--- src/rtl/relu_collector_if.sv ---
// relu_collector_if: activation input stream and replay output stream of
// relu_collector.
// Handshake:
//   - The input side has no ready. Every cycle with in_valid=1 is one beat.
//   - The output side transfers on any rising edge where out_valid and
//     out_ready are both 1.
//   - Once out_valid is high, out_data and out_last hold stable until that
//     transfer happens.
interface relu_collector_if #(
   parameter int DATA_W = 16
);
   logic [DATA_W-1:0] in_data;
   logic              in_valid;
   logic [DATA_W-1:0] out_data;
   logic              out_valid;
   logic              out_ready;
   logic              out_last;

   // Environment side: produces activations, consumes the replay.
   modport master (
      output in_data,
      output in_valid,
      output out_ready,
      input  out_data,
      input  out_valid,
      input  out_last
   );

   // Collector side.
   modport slave (
      input  in_data,
      input  in_valid,
      input  out_ready,
      output out_data,
      output out_valid,
      output out_last
   );
endinterface

--- src/rtl/relu_collector.sv ---
// relu_collector: captures one layer of DEPTH ReLU activations, reports
// layer_done when the buffer is full, then replays the stored vector to the
// next layer over a valid/ready stream.
// Optional feature macro: RELU_COLLECT_MAX_EN. It adds max_data and max_idx,
// which track the running signed maximum of the layer (earliest index on a
// tie).
// state_dbg exposes the FSM state: 0 = FILL, 1 = FULL, 2 = DRAIN.
module relu_collector #(
   parameter  int DATA_W = 16,
   parameter  int DEPTH  = 64,
   localparam int ADDR_W = $clog2(DEPTH)
) (
   input  logic              clk,
   input  logic              reset,
   relu_collector_if.slave   bus,
   input  logic              rd_start,
   output logic              layer_done,
   output logic              overflow,
   output logic [ADDR_W:0]   count,
`ifdef RELU_COLLECT_MAX_EN
   output logic [DATA_W-1:0] max_data,
   output logic [ADDR_W-1:0] max_idx,
`endif
   output logic [1:0]        state_dbg
);

   localparam logic [ADDR_W-1:0] LAST_IDX = ADDR_W'(DEPTH - 1);

   typedef enum logic [1:0] {
      S_FILL  = 2'd0,
      S_FULL  = 2'd1,
      S_DRAIN = 2'd2
   } state_t;

   state_t state, state_nxt;

   logic [DATA_W-1:0] mem [DEPTH];
   logic [ADDR_W-1:0] wr_ptr;
   logic [ADDR_W-1:0] rd_ptr;
   logic [ADDR_W-1:0] rd_addr;

   // Per-cycle actions decoded from the state and the inputs.
   logic wr_en;      // accept the incoming beat into mem[wr_ptr]
   logic drop;       // incoming beat arrives while the buffer is full
   logic launch;     // start a replay with element 0
   logic xfer;       // downstream takes the presented element
   logic xfer_last;  // that element was the final one of the layer

   assign state_dbg = state;

   // State register.
   always_ff @(posedge clk or negedge reset) begin
      if (!reset) begin
         state <= S_FILL;
      end else begin
         state <= state_nxt;
      end
   end

   // Next-state decode and per-cycle action strobes.
   always_comb begin
      state_nxt = state;
      wr_en     = 1'b0;
      drop      = 1'b0;
      launch    = 1'b0;
      xfer      = 1'b0;
      xfer_last = 1'b0;
      case (state)
         S_FILL: begin
            // rd_start has no effect until the layer is complete.
            if (bus.in_valid) begin
               wr_en = 1'b1;
               if (wr_ptr == LAST_IDX) begin
                  state_nxt = S_FULL;
               end
            end
         end
         S_FULL: begin
            drop = bus.in_valid;
            if (rd_start) begin
               launch    = 1'b1;
               state_nxt = S_DRAIN;
            end
         end
         S_DRAIN: begin
            drop = bus.in_valid;
            if (bus.out_valid && bus.out_ready) begin
               xfer = 1'b1;
               if (bus.out_last) begin
                  xfer_last = 1'b1;
                  state_nxt = S_FILL;
               end
            end
         end
         default: begin
            state_nxt = S_FILL;
         end
      endcase
   end

   // Launch fetches element 0. Each non-final transfer fetches the next
   // element so that it is presented on the following cycle.
   assign rd_addr = launch ? '0 : (rd_ptr + 1'b1);

   // Sample storage; contents survive reset on purpose.
   always_ff @(posedge clk) begin
      if (wr_en) begin
         mem[wr_ptr] <= bus.in_data;
      end
   end

   // Write/read pointers and fill level.
   always_ff @(posedge clk or negedge reset) begin
      if (!reset) begin
         wr_ptr <= '0;
         rd_ptr <= '0;
         count  <= '0;
      end else begin
         if (wr_en) begin
            wr_ptr <= (wr_ptr == LAST_IDX) ? '0 : (wr_ptr + 1'b1);
            count  <= count + 1'b1;
         end
         if (launch) begin
            rd_ptr <= '0;
         end else if (xfer_last) begin
            // Layer handed off: the buffer is free for the next layer.
            wr_ptr <= '0;
            rd_ptr <= '0;
            count  <= '0;
         end else if (xfer) begin
            rd_ptr <= rd_ptr + 1'b1;
         end
      end
   end

   // Registered replay outputs, completion pulse and sticky overflow.
   always_ff @(posedge clk or negedge reset) begin
      if (!reset) begin
         bus.out_valid <= 1'b0;
         bus.out_last  <= 1'b0;
         bus.out_data  <= '0;
         layer_done    <= 1'b0;
         overflow      <= 1'b0;
      end else begin
         layer_done <= wr_en && (wr_ptr == LAST_IDX);
         if (drop) begin
            overflow <= 1'b1;
         end
         if (launch || (xfer && !xfer_last)) begin
            bus.out_valid <= 1'b1;
            bus.out_data  <= mem[rd_addr];
            bus.out_last  <= (rd_addr == LAST_IDX);
         end else if (xfer_last) begin
            // out_data keeps its last value; only valid/last drop.
            bus.out_valid <= 1'b0;
            bus.out_last  <= 1'b0;
         end
      end
   end

`ifdef RELU_COLLECT_MAX_EN
   // Running signed maximum of the layer. The first write of a layer always
   // loads. A strict greater-than keeps the earliest index on a tie.
   always_ff @(posedge clk or negedge reset) begin
      if (!reset) begin
         max_data <= '0;
         max_idx  <= '0;
      end else if (wr_en &&
                   ((wr_ptr == '0) ||
                    ($signed(bus.in_data) > $signed(max_data)))) begin
         max_data <= bus.in_data;
         max_idx  <= wr_ptr;
      end
   end
`endif

endmodule
--- src/flat_wrapper.sv ---
// flat-port wrapper written by rule: the top's interface ports become plain ports
module relu_collector_flat 
#(
   parameter  int DATA_W = 16,
   parameter  int DEPTH  = 64,
   localparam int ADDR_W = $clog2(DEPTH)
)
  (clk, reset, rd_start, layer_done, overflow, count, state_dbg, bus_in_data, bus_in_valid, bus_out_ready, bus_out_data, bus_out_valid, bus_out_last);
  relu_collector_if #(.DATA_W(DATA_W)) bus_i ();
  input  logic clk;
  input  logic reset;
  input  logic rd_start;
  output logic layer_done;
  output logic overflow;
  output logic [ADDR_W:0] count;
  output logic [1:0] state_dbg;
  input wire logic [$bits(bus_i.in_data)-1:0] bus_in_data;
  input wire logic [$bits(bus_i.in_valid)-1:0] bus_in_valid;
  input wire logic [$bits(bus_i.out_ready)-1:0] bus_out_ready;
  output wire logic [$bits(bus_i.out_data)-1:0] bus_out_data;
  output wire logic [$bits(bus_i.out_valid)-1:0] bus_out_valid;
  output wire logic [$bits(bus_i.out_last)-1:0] bus_out_last;
  assign bus_i.in_data = bus_in_data;
  assign bus_i.in_valid = bus_in_valid;
  assign bus_i.out_ready = bus_out_ready;
  assign bus_out_data = bus_i.out_data;
  assign bus_out_valid = bus_i.out_valid;
  assign bus_out_last = bus_i.out_last;
  relu_collector #(.DATA_W(DATA_W), .DEPTH(DEPTH)) u_core (.clk(clk), .reset(reset), .bus(bus_i), .rd_start(rd_start), .layer_done(layer_done), .overflow(overflow), .count(count), .state_dbg(state_dbg));
endmodule
--- config.mk ---
export PLATFORM = sky130hd
export DESIGN_NAME = relu_collector_flat
export DESIGN_NICKNAME = d
export VERILOG_FILES = /design/src/rtl/relu_collector_if.sv /design/src/rtl/relu_collector.sv /design/src/flat_wrapper.sv
export SDC_FILE = /design/constraint.sdc
export NUM_CORES = 1
export LEC_CHECK = 0
export CAP_MARGIN = 5
export CORE_MARGIN = 5
export CORE_UTILIZATION = 25
export DETAILED_ROUTE_END_ITERATION = 8
export GPL_ROUTABILITY_DRIVEN = 0
export HOLD_SLACK_MARGIN = 0.12
export PLACE_DENSITY = 0.45
export SLEW_MARGIN = 15
export SYNTH_ARGS = -nofsm -noshare
export SYNTH_HDL_FRONTEND = slang
export SYNTH_SLANG_ARGS = --single-unit
--- constraint.sdc ---
create_clock -name clk -period 3.4 [get_ports clk]
set_input_delay 1.02 -clock clk [delete_from_list [all_inputs] [get_ports clk]]
set_output_delay 1.02 -clock clk [all_outputs]
set_load 0.02 [all_outputs]
==> flow_summary.rst <==
.. list-table::
   :header-rows: 1

   * - Metric
     - Value
   * - Die area
     - 179000 sq um
   * - Gr ovfl total
     - 0
   * - Smallest hold slack
     - 0.313 ns
   * - Setup total negative slack
     - 0 ns
   * - Maximum number of pins on one net before global-route repair
     - 65
   * - EDFF count, synth
     - 1024
   * - Post-layout minimum cycle time
     - 3.29 ns
   * - Top area cells in the synthesized netlist
     - sky130_fd_sc_hd__edfxtp_1 72%, sky130_fd_sc_hd__mux2i_1 3.4%, sky130_fd_sc_hd__nand2_1 2.6%, sky130_fd_sc_hd__dfrtp_1 2.4%, sky130_fd_sc_hd__nor2_1 1.5%
   * - Max-cap violation count
     - 0
   * - Transition time at the pin with the least slew margin
     - 0.918 ns
   * - Top-count cell post-synth
     - sky130_fd_sc_hd__edfxtp_1
   * - Worst slew margin
     - 0.386
   * - Fin. Hold Viols
     - 0
   * - Filler Cell Count
     - 16577
   * - Register-to-Register Setup Slack
     - 0.11 ns
   * - Multi-input logic area
     - 10100 sq um
   * - TritonCTS clock tree
     - built
   * - Unrepaired setup endpoints after global routing
     - no
   * - Maximum fanout along the worst path
     - 26
   * - Kind of critical path
     - flip-flop to flip-flop
   * - Final setup slack of the worst path
     - 0.113 ns
   * - Synthesis warning total
     - 0
   * - Critical Path End Type
     - flip-flop
   * - Vias per cell
     - 4.91
   * - Final standard cell utilization of the core
     - 0.315
   * - Via count of the first global-routing pass
     - 26742
   * - Maximum VDD drop
     - 0.458 mV
   * - Worst path required time
     - 3.99 ns
   * - Yosys top cell area share
     - 0.721
   * - Final period utilization
     - 0.967
   * - Total wirelength of the detailed-routed design
     - 151 mm
   * - Count of TritonRoute iterations in the first routing pass
     - 8
   * - GRT Util Overall
     - 0.163
   * - Placement Rows
     - 151
   * - Wire length of the first global-routing pass
     - 210 mm
   * - Post-Syn Nets
     - 2854
   * - Leakage
     - 17.8 nW
   * - Total design power
     - 46.3 mW
   * - Worst reg2reg path depth
     - 10
   * - Setup violations, final
     - 0
   * - Clock slew at reported path FFs
     - 0.07 ns
   * - Number of buffers inserted during clock tree synthesis
     - 113
   * - Horizontal die dimension
     - 423 um
   * - Post-Place Worst Slack
     - -0.739 ns
   * - Area taken by flip-flops and latches
     - 31800 sq um
   * - Final Slew Violations
     - 0
   * - Origin of the critical flop-to-flop path
     - u_core.rd_ptr[0]$_DFFE_PN0P_
   * - DRC violation count after routing
     - 0
   * - Result of the run
     - complete, no violations
   * - Final instance area
     - 53500 sq um
   * - Antenna violations before repair
     - 7
   * - Library cell with the largest summed area after synthesis
     - sky130_fd_sc_hd__edfxtp_1
   * - Cell at the root of the clock tree
     - sky130_fd_sc_hd__clkbuf_16
   * - Leading post-synthesis cells by instance count
     - 1024 x sky130_fd_sc_hd__edfxtp_1, 297 x sky130_fd_sc_hd__nand2_1, 175 x sky130_fd_sc_hd__nor2_1, 145 x sky130_fd_sc_hd__mux2i_1, 108 x sky130_fd_sc_hd__o21ai_0
   * - Mean instance size in the synthesized netlist
     - 15.1 sq um
   * - Library cells used by synthesis
     - 73
   * - Crit path launch
     - u_core.rd_ptr[0]$_DFFE_PN0P_
   * - CTS H-Tree Depth
     - 3
   * - Initial standard-cell utilization of the core
     - 0.252
   * - Signed area change from the synthesized netlist to the final layout
     - 25.3%
   * - Buffer depth of the longest clock path
     - 3
   * - Arrival time at the worst endpoint
     - 3.88 ns
   * - End of the worst register-to-register path
     - u_core.bus.out_data[8]$_DFFE_PN0P_
   * - Vertical die dimension
     - 423 um
   * - Number of standard cells after synthesis
     - 2825
   * - Max Clock Skew
     - 0.0236 ns
   * - Cell Pwr Density
     - 867 nW/um^2
   * - Top-level port count
     - 50
   * - Placeable core area
     - 169000 sq um
   * - Via count
     - 27199
   * - Count of buffers inserted at the top-level ports
     - 49
   * - Final Net Count
     - 3253
   * - Cell Count Post-Placement
     - 5323
   * - Clock latency reported for the late side of the worst-skew pair
     - 0.73 ns
   * - Synth Flop Type
     - sky130_fd_sc_hd__edfxtp_1
   * - Number of clock sinks seen by CTS
     - 1065
   * - Initial drt markers
     - 2549
   * - Cell area after synthesis
     - 42600 sq um
   * - Post-detailed-route count of antenna-violating nets
     - 0
   * - Sort of element at the start of the critical path
     - flip-flop
   * - Register bit count reported by yosys
     - 1065
   * - Hold Crit Class
     - input pin to async pin
   * - Post-detailed-route wirelength per cell
     - 27.2 um
   * - Placed Area
     - 49700 sq um
   * - Share of cells above drive strength 1
     - 0.214
   * - Placed wire-length estimate after detailed placement
     - 96.6 mm
   * - Non-filler instance count after layout
     - 5542
   * - Part of the Yosys area used for sequential elements
     - 0.745
   * - Peak clock frequency supported by timing
     - 0.304 GHz
   * - Share of flip-flops with an asynchronous set or reset after synthesis
     - 0.0385
## area by class of cell
cell class                      instances  share of cell area
Clock inverter                         73              0.0129
Antenna cell                            4            0.000187
Inverter                                8            0.000679
Tap cell                             2218              0.0519
Multi-Input combinational cell       1548               0.189
Sequential cell                      1065               0.594
Clock buffer                          138              0.0560
Timing Repair Buffer                  488              0.0952
## per-layer routing
metal | GRT usage | vias to the layer above | wire length (um)
met5 | 0 | - | 34
met4 | 0.0565 | 6 | 4980
met3 | 0.0284 | 204 | 9210
met2 | 0.260 | 964 | 69300
met1 | 0.224 | 14088 | 67100
li1 | - | 11937 | -
## placed cells by master (no fill, tap or decap), types with 16 or more instances in the layout
cell type                            n
sky130_fd_sc_hd__o21ai_0           107
sky130_fd_sc_hd__nand2_1           296
sky130_fd_sc_hd__a221oi_1           34
sky130_fd_sc_hd__mux4_2             22
sky130_fd_sc_hd__mux2i_1           145
sky130_fd_sc_hd__clkinv_1           29
sky130_fd_sc_hd__buf_2              17
sky130_fd_sc_hd__a31oi_1            39
sky130_fd_sc_hd__nor2_2             18
sky130_fd_sc_hd__mux2_2             27
sky130_fd_sc_hd__edfxtp_1         1024
sky130_fd_sc_hd__clkdlybuf4s50_1    32
sky130_fd_sc_hd__o221ai_1           38
sky130_fd_sc_hd__a211oi_1           31
sky130_fd_sc_hd__clkbuf_16         115
sky130_fd_sc_hd__buf_4             328
sky130_fd_sc_hd__clkbuf_1           20
sky130_fd_sc_hd__nand3_1            99
sky130_fd_sc_hd__dfrtp_1            40
sky130_fd_sc_hd__o211ai_1           51
sky130_fd_sc_hd__nor2_1            157
sky130_fd_sc_hd__nor3_1             36
sky130_fd_sc_hd__clkinv_2           25
sky130_fd_sc_hd__nand2b_1           18
sky130_fd_sc_hd__a2bb2oi_1          20
sky130_fd_sc_hd__a22oi_1            16
sky130_fd_sc_hd__a211o_1            16
sky130_fd_sc_hd__o22ai_1            78
sky130_fd_sc_hd__a21oi_1           100
sky130_fd_sc_hd__buf_12            111
## sequential cells by signal, summed over array words and instances (netlist names), 2 cells and up
register and count:
u_core.state_dbg 2, u_core.rd_ptr 6, u_core.wr_ptr 6, u_core.bus.out_data 16, u_core.mem 1024, u_core.count 7
## cell families (layout without fill, tap and decap cells)
| family | after synthesis | count (layout) | share of synthesized area |
|---|---|---|---|
| buf+inv | 212 | 707 | 0.0223 |
| other cells | 0 | 4 | 0 |
| compound gates | 638 | 638 | 0.103 |
| mux | 195 | 195 | 0.0531 |
| fa+ha+maj | 8 | 8 | 0.00235 |
| simple gates | 694 | 694 | 0.0704 |
| flops | 1065 | 1065 | 0.745 |
| xor+xnor | 13 | 13 | 0.00355 |
## where the power goes
part | switching (mW) | total, mW | internal (mW)
clock network | 5.27 | 12.4 | 7.15
registers | 0.425 | 15.2 | 14.8
logic | 11.5 | 18.7 | 7.23
## worst max path at each step
stage                                    endpoint  slack, ns  depth (start not counted)
2_1_floorplan         u_core.mem[32][0]$_DFFE_PP_       0.32                          4
3_5_place_dp   u_core.bus.out_data[8]$_DFFE_PN0P_      -0.74                         12
6_report       u_core.bus.out_data[8]$_DFFE_PN0P_       0.11                         10
3_3_place_gp   u_core.bus.out_data[8]$_DFFE_PN0P_      -0.75                         12
5_1_grt        u_core.bus.out_data[0]$_DFFE_PN0P_      0.003                         11
4_1_cts        u_core.bus.out_data[0]$_DFFE_PN0P_       0.04                         13
## worst max-delay path, stage by stage, from the launching register on
cell,delay (ns)
sky130_fd_sc_hd__dfrtp_4,0.52
sky130_fd_sc_hd__ha_4,0.23
sky130_fd_sc_hd__xnor2_4,0.33
sky130_fd_sc_hd__buf_12,0.26
sky130_fd_sc_hd__buf_4,0.32
sky130_fd_sc_hd__a2111oi_0,0.16
sky130_fd_sc_hd__a211oi_1,0.32
sky130_fd_sc_hd__a31oi_1,0.14
sky130_fd_sc_hd__a2111oi_1,0.56
sky130_fd_sc_hd__buf_4,0.22
sky130_fd_sc_hd__o32ai_1,0.08
## repair_timing
item                                    4_1_cts  5_1_grt
endpoints found under the setup margin        3        4
hold buffers                                  0        0
gates resized for setup                       2        5
pin swaps                                     0        1
buffers inserted                              0        4
(Power assumes the default switching activity.)
